### config.mk
export PLATFORM = sky130hd
export DESIGN_NAME = execute_stage
export DESIGN_NICKNAME = d
export VERILOG_FILES = /design/src/rtl/core_pkg.sv /design/src/rtl/mul16_serial.sv /design/src/rtl/execute_stage.sv
export SDC_FILE = /design/constraint.sdc
export NUM_CORES = 1
export LEC_CHECK = 0
export ABC_AREA = 1
export BUFFER_PORTS_ARGS = -buffer_cell sky130_fd_sc_hd__buf_2
export CORE_ASPECT_RATIO = 1.25
export CORE_MARGIN = 2
export CORE_UTILIZATION = 40
export DETAILED_ROUTE_END_ITERATION = 10
export SLEW_MARGIN = 25
export SYNTH_ARGS = -nofsm -noshare
export SYNTH_HDL_FRONTEND = slang
export SYNTH_SLANG_ARGS = --single-unit
### constraint.sdc
create_clock -name clk -period 6.2 [get_ports clk]
set_input_delay 1.24 -clock clk [delete_from_list [all_inputs] [get_ports clk]]
set_output_delay 1.24 -clock clk [all_outputs]
set_load 0.05 [all_outputs]
### src/rtl/core_pkg.sv
// Shared core definitions: datapath widths, opcode encoding, EX FSM states, immediate sign-extension.
// Latency: n/a (types, constants and a combinational helper only).
// Backpressure: n/a.
package core_pkg;

    localparam int DATA_W    = 16;
    localparam int IMM_W     = 7;
    localparam int REG_IDX_W = 5;
    localparam int CTRL_W    = 4;
    localparam int MUL_CYC   = 16;

    // Opcode encoding carried from ID through WB; 14 and 15 are unused and behave as NOP.
    localparam logic [CTRL_W-1:0] OP_NOP  = 4'd0;
    localparam logic [CTRL_W-1:0] OP_ADD  = 4'd1;
    localparam logic [CTRL_W-1:0] OP_SUB  = 4'd2;
    localparam logic [CTRL_W-1:0] OP_AND  = 4'd3;
    localparam logic [CTRL_W-1:0] OP_OR   = 4'd4;
    localparam logic [CTRL_W-1:0] OP_XOR  = 4'd5;
    localparam logic [CTRL_W-1:0] OP_SLL  = 4'd6;
    localparam logic [CTRL_W-1:0] OP_SRL  = 4'd7;
    localparam logic [CTRL_W-1:0] OP_ADDI = 4'd8;
    localparam logic [CTRL_W-1:0] OP_LW   = 4'd9;
    localparam logic [CTRL_W-1:0] OP_SW   = 4'd10;
    localparam logic [CTRL_W-1:0] OP_BEQ  = 4'd11;
    localparam logic [CTRL_W-1:0] OP_BNE  = 4'd12;
    localparam logic [CTRL_W-1:0] OP_MUL  = 4'd13;

    typedef enum logic [1:0] {
        EX_IDLE = 2'd0,
        EX_BUSY = 2'd1,
        EX_DONE = 2'd2
    } ex_state_t;

    // Side-band fields of a MUL that must survive until its product is written to the output stage.
    typedef struct packed {
        logic [REG_IDX_W-1:0] dest;
        logic [DATA_W-1:0]    reg2;
    } mul_meta_t;

    function automatic logic [DATA_W-1:0] sext(input logic [IMM_W-1:0] imm);
        return {{(DATA_W-IMM_W){imm[IMM_W-1]}}, imm};
    endfunction

endpackage

### src/rtl/mul16_serial.sv
// Serial shift-add multiplier, low DATA_W bits of a*b, one partial product per cycle.
// Latency: start cycle latches operands, then N_CYC iterations; product is final after the done cycle.
// Backpressure: none; product holds after completion until the next start or reset.
module mul16_serial
    import core_pkg::*;
#(
    parameter int N_CYC = 16
) (
    input  logic              clk,
    input  logic              reset,
    input  logic              start,
    input  logic [DATA_W-1:0] a,
    input  logic [DATA_W-1:0] b,
    output logic              busy,
    output logic              done,
    output logic [DATA_W-1:0] product
);

    localparam int CNT_W = $clog2(N_CYC);
    localparam logic [CNT_W-1:0] CNT_LAST = CNT_W'(N_CYC - 1);

    logic [CNT_W-1:0]  cnt;
    logic [DATA_W-1:0] mcand;
    logic [DATA_W-1:0] mplier;
    logic [DATA_W-1:0] acc;

    // done marks the cycle in which the final partial product is being added.
    assign done    = busy && (cnt == CNT_LAST);
    assign product = acc;

    // Iteration: add shifted multiplicand when the current multiplier bit is set; zero operands still run all cycles.
    always_ff @(posedge clk) begin
        if (reset) begin
            busy   <= 1'b0;
            cnt    <= '0;
            mcand  <= '0;
            mplier <= '0;
            acc    <= '0;
        end else if (start) begin
            busy   <= 1'b1;
            cnt    <= '0;
            mcand  <= a;
            mplier <= b;
            acc    <= '0;
        end else if (busy) begin
            if (mplier[0]) begin
                acc <= acc + mcand;
            end
            mcand  <= mcand << 1;
            mplier <= mplier >> 1;
            cnt    <= cnt + 1'b1;
            if (done) begin
                busy <= 1'b0;
            end
        end
    end

endmodule

### src/rtl/execute_stage.sv
// EX stage: registers ID operands, ALU/address/branch resolution, serial MUL via mul16_serial.
// Latency: 1 cycle for non-MUL ops; MUL result 17 cycles after accept when MA is ready.
// Backpressure: ex_ready = idle & (!ex_valid | ma_ready); outputs hold while ex_valid & !ma_ready.
module execute_stage
    import core_pkg::*;
(
    input  logic                 clk,
    input  logic                 reset,
    input  logic                 id_valid,
    output logic                 ex_ready,
    input  logic [DATA_W-1:0]    NPC_ID,
    input  logic [DATA_W-1:0]    REG1_DATA_ID,
    input  logic [DATA_W-1:0]    REG2_DATA_ID,
    input  logic [REG_IDX_W-1:0] DEST_REG_INDEX_ID,
    input  logic [IMM_W-1:0]     IMMEDIATE_ID,
    input  logic [CTRL_W-1:0]    CTRL_ID,
    input  logic                 ma_ready,
    output logic                 ex_valid,
    output logic [DATA_W-1:0]    RES_EX,
    output logic [DATA_W-1:0]    REG_DATA_EX,
    output logic [REG_IDX_W-1:0] DEST_REG_INDEX_EX,
    output logic [CTRL_W-1:0]    CTRL_EX,
    output logic [DATA_W-1:0]    TARGET,
    output logic                 TARGET_EN
);

    ex_state_t         state;
    mul_meta_t         mul_meta;

    logic              ld;
    logic              accept;
    logic              accept_mul;
    logic              accept_alu;
    logic              is_branch;

    logic [DATA_W-1:0] imm_ext;
    logic [DATA_W-1:0] br_target;
    logic [DATA_W-1:0] alu_res;
    logic              br_taken;
    logic [CTRL_W-1:0] ctrl_fwd;

    logic              mul_busy;
    logic              mul_done;
    logic [DATA_W-1:0] mul_product;

    assign ld         = !ex_valid || ma_ready;
    assign ex_ready   = (state == EX_IDLE) && ld;
    assign accept     = id_valid && ex_ready;
    assign accept_mul = accept && (CTRL_ID == OP_MUL);
    assign accept_alu = accept && (CTRL_ID != OP_MUL);
    assign is_branch  = (CTRL_ID == OP_BEQ) || (CTRL_ID == OP_BNE);

    mul16_serial #(
        .N_CYC (MUL_CYC)
    ) u_mul (
        .clk     (clk),
        .reset   (reset),
        .start   (accept_mul),
        .a       (REG1_DATA_ID),
        .b       (REG2_DATA_ID),
        .busy    (mul_busy),
        .done    (mul_done),
        .product (mul_product)
    );

    // Single-cycle ALU, address and branch resolution; branches also report their target on RES_EX.
    always_comb begin
        imm_ext   = sext(IMMEDIATE_ID);
        br_target = NPC_ID + imm_ext;
        br_taken  = 1'b0;
        alu_res   = '0;
        ctrl_fwd  = CTRL_ID;
        case (CTRL_ID)
            OP_ADD:  alu_res = REG1_DATA_ID + REG2_DATA_ID;
            OP_SUB:  alu_res = REG1_DATA_ID - REG2_DATA_ID;
            OP_AND:  alu_res = REG1_DATA_ID & REG2_DATA_ID;
            OP_OR:   alu_res = REG1_DATA_ID | REG2_DATA_ID;
            OP_XOR:  alu_res = REG1_DATA_ID ^ REG2_DATA_ID;
            OP_SLL:  alu_res = REG1_DATA_ID << REG2_DATA_ID[3:0];
            OP_SRL:  alu_res = REG1_DATA_ID >> REG2_DATA_ID[3:0];
            OP_ADDI,
            OP_LW,
            OP_SW:   alu_res = REG1_DATA_ID + imm_ext;
            OP_BEQ: begin
                alu_res  = br_target;
                br_taken = (REG1_DATA_ID == REG2_DATA_ID);
            end
            OP_BNE: begin
                alu_res  = br_target;
                br_taken = (REG1_DATA_ID != REG2_DATA_ID);
            end
            OP_MUL:  alu_res = '0;
            default: begin
                alu_res  = '0;
                ctrl_fwd = OP_NOP;
            end
        endcase
    end

    // MUL sequencing: latch side-band on accept, wait out the multiplier, hand the product over once the output stage frees.
    always_ff @(posedge clk) begin
        if (reset) begin
            state    <= EX_IDLE;
            mul_meta <= '0;
        end else begin
            case (state)
                EX_IDLE: begin
                    if (accept_mul) begin
                        state         <= EX_BUSY;
                        mul_meta.dest <= DEST_REG_INDEX_ID;
                        mul_meta.reg2 <= REG2_DATA_ID;
                    end
                end
                EX_BUSY: begin
                    if (mul_busy && mul_done) begin
                        state <= EX_DONE;
                    end
                end
                EX_DONE: begin
                    if (ld) begin
                        state <= EX_IDLE;
                    end
                end
                default: state <= EX_IDLE;
            endcase
        end
    end

    // Output stage: load on ld from either a fresh ALU op or a finished MUL, otherwise drain; redirect pulse is independent of ld.
    always_ff @(posedge clk) begin
        if (reset) begin
            ex_valid          <= 1'b0;
            RES_EX            <= '0;
            REG_DATA_EX       <= '0;
            DEST_REG_INDEX_EX <= '0;
            CTRL_EX           <= '0;
            TARGET            <= '0;
            TARGET_EN         <= 1'b0;
        end else begin
            TARGET_EN <= accept_alu && br_taken;
            if (accept_alu && is_branch) begin
                TARGET <= br_target;
            end
            if (ld) begin
                if (accept_alu) begin
                    ex_valid          <= 1'b1;
                    RES_EX            <= alu_res;
                    REG_DATA_EX       <= REG2_DATA_ID;
                    DEST_REG_INDEX_EX <= DEST_REG_INDEX_ID;
                    CTRL_EX           <= ctrl_fwd;
                end else if (state == EX_DONE) begin
                    ex_valid          <= 1'b1;
                    RES_EX            <= mul_product;
                    REG_DATA_EX       <= mul_meta.reg2;
                    DEST_REG_INDEX_EX <= mul_meta.dest;
                    CTRL_EX           <= OP_MUL;
                end else begin
                    ex_valid <= 1'b0;
                end
            end
        end
    end

endmodule

==> impl_metrics.json <==
{
  "status": "complete, no violations",
  "stdcell_count": 2331,
  "post_drt_wl_per_cell_um": 19.2,
  "synth_seq_cells": 135,
  "finalSetupTns_ns": 0,
  "place.gp.congestion": 1.03,
  "crit_chain": "buf_2 -> inv_1 -> nor2_1 -> nand2_1 -> inv_2 -> nand2_1 -> o21ai_0 -> ha_1 -> inv_1 -> fa_1 -> inv_1 -> nand3_1 -> nand2_1 -> xnor2_1 -> o21ai_0 -> a21oi_1 -> nand2_1 -> nand2_1 -> a21oi_1",
  "rows": 69,
  "hold_violations": 0,
  "yosysSeqAreaShare": 0.237,
  "clk_pin_slew_ns": 0.07,
  "post_cts_buffers": 0,
  "critical_path.top_delay_family": "simple AND/OR/NAND/NOR gates",
  "max_slew_margin": 0.433,
  "mostFrequentLayoutCell": "nand2_1",
  "drv_cap": 0,
  "grt_usage": 0.298,
  "cts_hold_buf": 0,
  "worstSetupPathType": "input port to register",
  "synthFlopType": "dfxtp_1",
  "syn_inst": 1878,
  "max_stage_delay_ns": 0.44,
  "port_buffers": 127,
  "synth-async-reset-ratio": 0,
  "synth_edf_count": 0,
  "timing.final.ws_setup_ns": 2.35,
  "drtAntennaViolNets": 0,
  "core_mm2": 0.0282,
  "max_freq_ghz": 0.260,
  "diodes": 0,
  "finalSetupViolCount": 0,
  "cts_buffers": 17,
  "firstDrtPassIters": 6,
  "clk_latency_ns": 0.42,
  "place_ws_ns": 1.97,
  "postCtsResizedCells": 0,
  "cp_num_buf_inv": 5,
  "wl_mm": 44.7,
  "end_kind": "register",
  "antenna_found_initial": 0,
  "io_pins": 128,
  "viasPerCell": 5.42,
  "synth_nets": 2047,
  "worst_path_most_repeated_cell": "nand2_1",
  "grt_max_degree": 62,
  "cts_tree": "done",
  "start_kind": "input port",
  "die_area_mm2": 0.0298,
  "initial_core_util": 0.403,
  "grt_pass1_wl_mm": 67.8,
  "reg2reg_setup_slack_ns": 3.82,
  "slew_violations": 0,
  "rsz0062_at_grt": "no",
  "cts_buffer_depth": 2,
  "worst_path_max_delay_cell": "fa_1",
  "hp-start": "mul_meta[6]",
  "dp_cells": 2299,
  "p_leak_nw": 6.59,
  "fin_crit_ns": 3.85,
  "cts_num_sinks": 135,
  "gr-total-overflow": 0,
  "crit-reg2reg-launch": "ex_valid",
  "ir_worst_vdd_mv": 0.159,
  "clock-root-buffer": "clkbuf_16",
  "worstPathArrival_ns": 4.16,
  "postSynthAreaPerCell_um2": 6.06,
  "synth_cell_types": 48,
  "final.period_utilization": 0.621,
  "fp.dieW_um": 155,
  "drc": 0,
  "fin_worst_skew_ns": 0.00941,
  "nets": 2132,
  "htreeDepth": 4,
  "vias": 12600,
  "dp_hpwl_mm": 34.6,
  "cp-startpoint": "CTRL_ID[3]",
  "layout_common_cells": "nand2_1, inv_1, nand3_1",
  "worstHoldPathType": "register to register",
  "synth_warnings": 0,
  "drt_iter0_drc": 997,
  "die_h_um": 193,
  "power_density_mw_per_mm2": 221,
  "drive_above_1_share": 0.100,
  "netlist_area_mm2": 0.0114,
  "worst_pin_slew_ns": 0.848,
  "cp.required_ns": 6.51,
  "first_global_vias": 11700,
  "path_max_fanout": 19,
  "area_delta_synth_final_pct": 12.8
}
sequential cells by signal, summed over array words and instances (netlist names), 5 cells and up:
register and count:
DEST_REG_INDEX_EX 5, REG_DATA_EX 16, RES_EX 16, TARGET 16, u_mul.product 16, mul_meta 21, u_mul.mcand 16, u_mul.mplier 16
path summary, 6_finish.rpt:
kind | endpoint | cells after the start
worst max-delay path | RES_EX[4] | 19
worst min-delay path | mul_meta[6] | 2
worst max register to register | u_mul.mplier[7] | 8
worst min register to register | mul_meta[6] | 2
area by class of cell:
type	count	area, µm²
Inverter	235	885
Sequential cell	135	2700
Clock inverter	14	186
Timing Repair Buffer	139	726
Fill cell	3033	15400
Clock buffer	18	439
Tap cell	355	444
Multi-Input combinational cell	1435	7460
worst register-to-register path, stage by stage, from the launching register on:
cell,delay [ns]
dfxtp_1,0.31
inv_1,0.06
nor2_2,0.07
nor3_4,0.14
nand2_2,0.13
nor2_4,0.66
inv_2,0.44
nand2_1,0.31
o221ai_1,0.13
through the flow:
step	instance area, µm²	utilization	hold WS, ns	power, mW
2_1_floorplan	11400	-	0.419	1.51
6_report	12800	0.455	0.448	2.84
3_3_place_gp	12200	0.433	0.430	1.77
3_5_place_dp	12200	0.433	0.434	1.77
5_1_grt	12800	0.455	0.465	2.98
4_1_cts	12800	0.455	0.449	2.85
cells in the mapped netlist, types with 3 or more instances:
cell type / number / area [µm²]
a21boi_0: 3 / 22.5
a21o_1: 3 / 22.5
a21oi_1: 135 / 676
a31oi_1: 28 / 175
and2_1: 7 / 43.8
buf_1: 6 / 22.5
buf_2: 22 / 110
buf_4: 10 / 75.1
clkbuf_1: 35 / 131
dfxtp_1: 135 / 2700
fa_1: 4 / 80.1
ha_1: 97 / 1210
inv_1: 225 / 845
inv_2: 7 / 26.3
nand2_1: 554 / 2080
nand2_2: 3 / 18.8
nand3_1: 189 / 946
nand3b_1: 6 / 45.0
nand4_1: 22 / 138
nor2_1: 136 / 510
nor2_2: 3 / 18.8
nor2_4: 6 / 67.6
nor3_1: 10 / 50.1
o211ai_1: 9 / 67.6
o21ai_0: 150 / 751
o21ai_1: 11 / 55.1
o21bai_1: 4 / 30.0
o221ai_1: 5 / 43.8
o22ai_1: 4 / 25.0
o311ai_0: 3 / 26.3
or2_2: 4 / 25.0
xnor2_1: 12 / 105
xor2_1: 10 / 87.6
per-layer routing:
metal	track usage	up-vias	routed length (µm)
li1	-	6322	-
met1	0.392	5821	19500
met2	0.488	414	20300
met3	0.0292	84	2720
met4	0.151	0	2150
met5	0	-	0
power by group:
group          internal [mW]  switching, mW
Sequential             0.905         0.0229
Combinational          0.224          0.612
Clock                  0.655          0.424
Total                   1.78           1.06
cells by family (layout without fill, tap and decap cells):
| group | Yosys count | after routing | synth area share |
|---|---|---|---|
| AND/OR/NAND/NOR | 946 | 946 | 0.351 |
| AO/OA/AOI/OAI | 366 | 366 | 0.174 |
| buffers and inverters | 308 | 406 | 0.107 |
| flip-flops | 135 | 135 | 0.237 |
| adder cells (fa/ha/maj) | 101 | 101 | 0.114 |
| XOR/XNOR | 22 | 22 | 0.0169 |
(Power assumes the default switching activity.)
